<file path="config.mk">
export PLATFORM = sky130hd
export DESIGN_NAME = sram_rw_master
export DESIGN_NICKNAME = d
export VERILOG_FILES = /design/src/rtl/sram_rw_master.sv
export SDC_FILE = /design/constraint.sdc
export NUM_CORES = 1
export LEC_CHECK = 0
export ABC_AREA = 1
export CORE_MARGIN = 2
export CORE_UTILIZATION = 40
export DETAILED_ROUTE_END_ITERATION = 10
export PLACE_DENSITY_LB_ADDON = 0.08
export RECOVER_POWER = 50
export SYNTH_ARGS = -nofsm -noshare
export SYNTH_HDL_FRONTEND = slang
export SYNTH_SLANG_ARGS = --single-unit
</file>
<file path="constraint.sdc">
create_clock -name clk0 -period 2.2 [get_ports clk0]
set_input_delay 0.66 -clock clk0 [delete_from_list [all_inputs] [get_ports clk0]]
set_output_delay 0.66 -clock clk0 [all_outputs]
set_load 0.02 [all_outputs]
</file>
<file path="src/rtl/sram_rw_master.sv">
// Request master for the RW port of a single-port SRAM macro: registered strobes,
// dout0 capture two edges after acceptance, 2-entry response FIFO, optional init sweep.
module sram_rw_master #(
    parameter int                    DATA_WIDTH = 2,
    parameter int                    ADDR_WIDTH = 4,
    parameter int                    INIT_EN    = 1,
    parameter logic [DATA_WIDTH-1:0] INIT_VALUE = '0
) (
    input  logic                  clk0,
    input  logic                  rst0,
    input  logic                  req_valid,
    output logic                  req_ready,
    input  logic                  req_we,
    input  logic [ADDR_WIDTH-1:0] req_addr,
    input  logic [DATA_WIDTH-1:0] req_wdata,
    output logic                  rsp_valid,
    input  logic                  rsp_ready,
    output logic [DATA_WIDTH-1:0] rsp_rdata,
    output logic                  init_done,
    output logic                  csb0,
    output logic                  web0,
    output logic [ADDR_WIDTH-1:0] addr0,
    output logic [DATA_WIDTH-1:0] din0,
    input  logic [DATA_WIDTH-1:0] dout0
);

    typedef enum logic {
        ST_INIT,
        ST_RUN
    } state_t;

    state_t                r_state;
    state_t                w_state_nxt;
    logic [ADDR_WIDTH:0]   r_init_cnt;
    logic [ADDR_WIDTH:0]   w_init_cnt_nxt;
    logic                  r_csb0;
    logic                  r_web0;
    logic                  w_csb0_nxt;
    logic                  w_web0_nxt;
    logic [ADDR_WIDTH-1:0] r_addr0;
    logic [ADDR_WIDTH-1:0] w_addr0_nxt;
    logic [DATA_WIDTH-1:0] r_din0;
    logic [DATA_WIDTH-1:0] w_din0_nxt;

    logic [1:0]            r_rd_pipe;
    logic [1:0]            r_credits;
    logic [DATA_WIDTH-1:0] r_fifo [2];
    logic                  r_wr_ptr;
    logic                  r_rd_ptr;
    logic [1:0]            r_count;

    logic                  w_ready;
    logic                  w_accept;
    logic                  w_rd_accept;
    logic                  w_push;
    logic                  w_pop;

    // Credits cover reads in flight plus buffered responses, so a push never finds the FIFO full.
    assign w_ready     = (r_state == ST_RUN) && (r_credits < 2'd2) && !rst0;
    assign w_accept    = req_valid && w_ready;
    assign w_rd_accept = w_accept && !req_we;
    assign w_push      = r_rd_pipe[1];
    assign w_pop       = (r_count != 2'd0) && rsp_ready;

    assign req_ready = w_ready;
    assign init_done = (r_state == ST_RUN);
    assign rsp_valid = (r_count != 2'd0);
    assign rsp_rdata = r_fifo[r_rd_ptr];
    assign csb0      = r_csb0;
    assign web0      = r_web0;
    assign addr0     = r_addr0;
    assign din0      = r_din0;

    always_comb begin
        w_state_nxt    = r_state;
        w_init_cnt_nxt = r_init_cnt;
        w_csb0_nxt     = 1'b1;
        w_web0_nxt     = 1'b1;
        w_addr0_nxt    = r_addr0;
        w_din0_nxt     = r_din0;
        case (r_state)
            ST_INIT: begin
                // The counter MSB sets once every address has been written.
                if (r_init_cnt[ADDR_WIDTH]) begin
                    w_state_nxt = ST_RUN;
                end else begin
                    w_csb0_nxt     = 1'b0;
                    w_web0_nxt     = 1'b0;
                    w_addr0_nxt    = r_init_cnt[ADDR_WIDTH-1:0];
                    w_din0_nxt     = INIT_VALUE;
                    w_init_cnt_nxt = r_init_cnt + (ADDR_WIDTH+1)'(1);
                end
            end
            ST_RUN: begin
                if (w_accept) begin
                    w_csb0_nxt  = 1'b0;
                    w_web0_nxt  = !req_we;
                    w_addr0_nxt = req_addr;
                    if (req_we) begin
                        w_din0_nxt = req_wdata;
                    end
                end
            end
            default: w_state_nxt = ST_RUN;
        endcase
    end

    always_ff @(posedge clk0) begin
        if (rst0) begin
            r_state    <= (INIT_EN != 0) ? ST_INIT : ST_RUN;
            r_init_cnt <= '0;
            r_csb0     <= 1'b1;
            r_web0     <= 1'b1;
            r_addr0    <= '0;
            r_din0     <= '0;
        end else begin
            r_state    <= w_state_nxt;
            r_init_cnt <= w_init_cnt_nxt;
            r_csb0     <= w_csb0_nxt;
            r_web0     <= w_web0_nxt;
            r_addr0    <= w_addr0_nxt;
            r_din0     <= w_din0_nxt;
        end
    end

    // Bit 0: strobes on the bus this cycle; bit 1: dout0 valid at the coming edge.
    always_ff @(posedge clk0) begin
        if (rst0) begin
            r_rd_pipe <= '0;
            r_credits <= '0;
        end else begin
            r_rd_pipe <= {r_rd_pipe[0], w_rd_accept};
            case ({w_rd_accept, w_pop})
                2'b10:   r_credits <= r_credits + 2'd1;
                2'b01:   r_credits <= r_credits - 2'd1;
                default: r_credits <= r_credits;
            endcase
        end
    end

    always_ff @(posedge clk0) begin
        if (rst0) begin
            r_fifo[0] <= '0;
            r_fifo[1] <= '0;
            r_wr_ptr  <= 1'b0;
            r_rd_ptr  <= 1'b0;
            r_count   <= '0;
        end else begin
            if (w_push) begin
                r_fifo[r_wr_ptr] <= dout0;
                r_wr_ptr         <= !r_wr_ptr;
            end
            if (w_pop) begin
                r_rd_ptr <= !r_rd_ptr;
            end
            case ({w_push, w_pop})
                2'b10:   r_count <= r_count + 2'd1;
                2'b01:   r_count <= r_count - 2'd1;
                default: r_count <= r_count;
            endcase
        end
    end

endmodule

</file>
==> Flow_metrics.wiki <==
{| class="wikitable"
! Metric !! Value
|-
| Largest net degree at the start of global routing || 19
|-
| Final Hold Violating Endpoints || 0
|-
| Fraction of synthesized cell area taken by the top area cell type || 0.3736
|-
| # IOs || 26
|-
| Count of standard-cell rows || 20
|-
| Prevailing post-synth register cell || sky130_fd_sc_hd__dfxtp_1
|-
| Run status || complete, no violations
|-
| Synth top cells by count || 30 x sky130_fd_sc_hd__nand2_1, 23 x sky130_fd_sc_hd__dfxtp_1, 20 x sky130_fd_sc_hd__inv_1, 17 x sky130_fd_sc_hd__nor2_1, 11 x sky130_fd_sc_hd__a21oi_1
|-
| Number of failing setup endpoints in the final timing report || 0
|-
| Power consumption || about 0.8 mW
|-
| Clock Skews || approximately 0.011 ns
|-
| Leakage || 0.6825 nW
|-
| Crit path arrival time || 1.42 ns
|-
| Fillers || roughly 300
|-
| Highest attainable clock frequency || around 480 MHz
|-
| WP data required || 1.54 ns
|-
| Post-synthesis share of cell area spent on full adders, half adders and majority gates || 0.03046
|-
| Number of clock sinks seen by CTS || 27
|-
| Number of remaining DRC errors || 0
|-
| Parity-gate share of the synthesized area counting xor and xnor cells || 0.007107
|-
| Clock buffers created by TritonCTS || 3
|-
| RSZ-0062 raised after global routing || no
|-
| Dominant cells by area after synthesis || sky130_fd_sc_hd__dfxtp_1 37%, sky130_fd_sc_hd__edfxtp_1 9.7%, sky130_fd_sc_hd__nand2_1 9.1%
|-
| Max cap viols || 0
|-
| Initial antenna violation count || 0
|-
| H-tree depth || 1
|-
| Largest family of logic cells by synthesized area || simple AND/OR/NAND/NOR gates
|-
| Number of enable flip-flop cells after synthesis || 4
|-
| Actual transition at the worst max-transition pin || approximately 0.42 ns
|-
| Clock tree from TritonCTS || yes
|-
| Cell count after synthesis || roughly 150
|-
| Starting density of the core || 0.4104
|-
| Worst Path Max Fanout || 2
|-
| Die span in y || ~60 um
|-
| Layout net count || 196
|-
| RD Place Congestion || ~0.73
|-
| CTS clk-pin slew, worst paths || 0.13 ns
|-
| Summed instance area of the synthesized netlist || between 1000 and 1500 um2
|-
| Yosys synthesis warning count || 0
|-
| GRT Residual Overflow || 0
|-
| Count leader, synth || sky130_fd_sc_hd__nand2_1
|-
| DRT iter0 DRCs || 31
|-
| Endpoint class of the critical path || output port
|-
| Most area-hungry cell type in the Yosys netlist || sky130_fd_sc_hd__dfxtp_1
|-
| Power Dens Cells || approximately 530 nW/um2
|-
| Final Max Slew Viols || 0
|-
| Clk root buf || sky130_fd_sc_hd__clkbuf_4
|-
| Total of flip-flops plus latches after synthesis || 27
|-
| Wire length after detailed routing || about 2.2 mm
|-
| Area share of and/or/nand/nor cells after synthesis || 0.2772
|-
| Floorplan core area || ~3000 um2
|-
| Number of distinct library cell variants in the gate-level netlist after synthesis || 25
|-
| Fraction of the yosys area taken by sequential cells || 0.4711
|-
| TritonRoute pass-1 iters || 4
|-
| Largest vdd supply drop || around 0.21 mV
|-
| Latest clock arrival within the worst-skew pair || approximately 0.32 ns
|-
| Mux contribution to synthesized area || 0.01827
|-
| Utilization after layout || 0.5058
|-
| Total track usage || 0.1382
|-
| Final period util || 0.9433
|-
| Layout-stage area growth over the synthesis result || 23.25%
|-
| Type of the most critical hold path || flop to flop
|-
| Via count of the first global-routing pass || approximately 900
|-
| Detailed placement HPWL || 1.669 mm
|-
| Category of the critical setup timing path || input pin to output port
|-
| Mean cell area of the mapped netlist || roughly 8.3 um2
|-
| Number of hold buffers added after cts || 0
|-
| Port bufs || 25
|-
| Clock tree buffer depth || 2
|-
| Async set-or-reset flop fraction in the synthesized netlist || 0
|-
| Number of antenna-violating nets in the routed design || 0
|-
| Slew headroom || 0.7208
|-
| Die outline width || 59.51 um
|-
| Combined area of the multi-input logic cells || between 500 and 600 um2
|-
| Net count after synthesis || approximately 170
|-
| Routed wire per std cell || 10.39 um
|-
| Area fraction in compound gates after synthesis || 0.08325
|-
| FF/Latch Area || between 500 and 600 um2
|-
| Area enclosed by the die boundary || roughly 3500 um2
|-
| Via-per-instance ratio || 4.745
|-
| Setup crit start kind || input pin
|-
| Number of antenna diodes || 0
|-
| Tmin final || about 2.1 ns
|-
| Vias after detailed routing || ~1,000
|-
| Layout cell share with drive strength beyond 1 || 0.1117
|-
| Global-route wire length before repair || around 3.7 mm
|}
==> flip-flops by register name, summed over array words and instances (netlist names), named ones only <==
register and count:
r_rd_ptr 1, din0 2, r_fifo 4, r_count 2, addr0 4, init_done 1
r_wr_ptr 1, r_init_cnt 5, csb0 1, r_credits 2, r_rd_pipe 2, web0 1
==> through the flow <==
step / cell area [um2] / std cells / hold slack (ns) / setup slack (ns) / TNS (ns)
after floorplan: 1232 / 149 / 0.3883 / 0.2624 / 0
after detailed placement: 1516 / 208 / 0.3982 / -0.3326 / -0.4672
after CTS: 1541 / 212 / 0.4206 / 0.01167 / 0
final: 1519 / 212 / 0.4148 / 0.1248 / 0
after global placement: 1516 / 208 / 0.4027 / -0.3180 / -0.4274
after global routing: 1519 / 212 / 0.4458 / 0.06522 / 0
==> kinds of logic after synthesis <==
logic type	count (synthesis)
flops	27
simple gates	69
fa+ha+maj	3
xor+xnor	1
buf+inv	27
mux	2
compound gates	20
==> repair_timing <==
item                                    CTS  global route
endpoints found under the setup margin    4             2
resized for setup                         7             2
setup buffers                             0             0
==> placed cells by master, fill, tap and decap left out, types with 2 or more instances in the layout <==
master                            count
sky130_fd_sc_hd__a21oi_1             11
sky130_fd_sc_hd__a31oi_1              2
sky130_fd_sc_hd__buf_4                4
sky130_fd_sc_hd__clkbuf_4             3
sky130_fd_sc_hd__clkdlybuf4s50_1     20
sky130_fd_sc_hd__dfxtp_1             23
sky130_fd_sc_hd__dlygate4sd2_1        3
sky130_fd_sc_hd__edfxtp_1             4
sky130_fd_sc_hd__ha_1                 3
sky130_fd_sc_hd__inv_1               20
sky130_fd_sc_hd__mux2_2               2
sky130_fd_sc_hd__nand2_1             30
sky130_fd_sc_hd__nand3_1              8
sky130_fd_sc_hd__nand4_1              4
sky130_fd_sc_hd__nor2_1              19
sky130_fd_sc_hd__nor3_1               2
sky130_fd_sc_hd__o21ai_0              7
sky130_fd_sc_hd__or2_2                2
==> power breakdown <==
part | total, mW | switching [mW] | internal (mW) | leakage [nW]
logic | 0.0797 | 0.0368 | 0.0430 | 0.437
registers | 0.519 | 0.00683 | 0.512 | 0.228
clock network | 0.212 | 0.144 | 0.0681 | 0.0177
total | 0.811 | 0.187 | 0.623 | 0.683
==> layer usage <==
metal  vias up  part of all wire  GRT usage
li1        534                 -          -
met1       457              0.44     0.1579
met2        13              0.52     0.2433
met3         2             0.029    0.02838
met4         0            0.0095    0.06667
met5         -                 0          0
==> path summary, 6_finish.rpt <==
kind / start / endpoint / slack [ns] / cells past startpoint
max: rst0 / req_ready / 0.12 / 3
min: r_rd_pipe[0] / r_rd_pipe[1] / 0.41 / 2
max reg2reg: init_done / r_credits[1] / 0.58 / 8
min reg2reg: r_rd_pipe[0] / r_rd_pipe[1] / 0.41 / 2
==> worst max-delay path: stages <==
cell	delay, ns
sky130_fd_sc_hd__clkdlybuf4s50_1	0.41
sky130_fd_sc_hd__nor3_1	0.16
sky130_fd_sc_hd__buf_2	0.18
==> final cells by class <==
class / count / area share
multi-input cells: 95 / 0.3303
clock inverters: 1 / 0.003295
repair buffers: 30 / 0.1829
clock buffers: 3 / 0.01483
flip-flops and latches: 27 / 0.3822
well taps: 33 / 0.02718
inverters: 23 / 0.05931
Power figures use the tool's default switching activity.
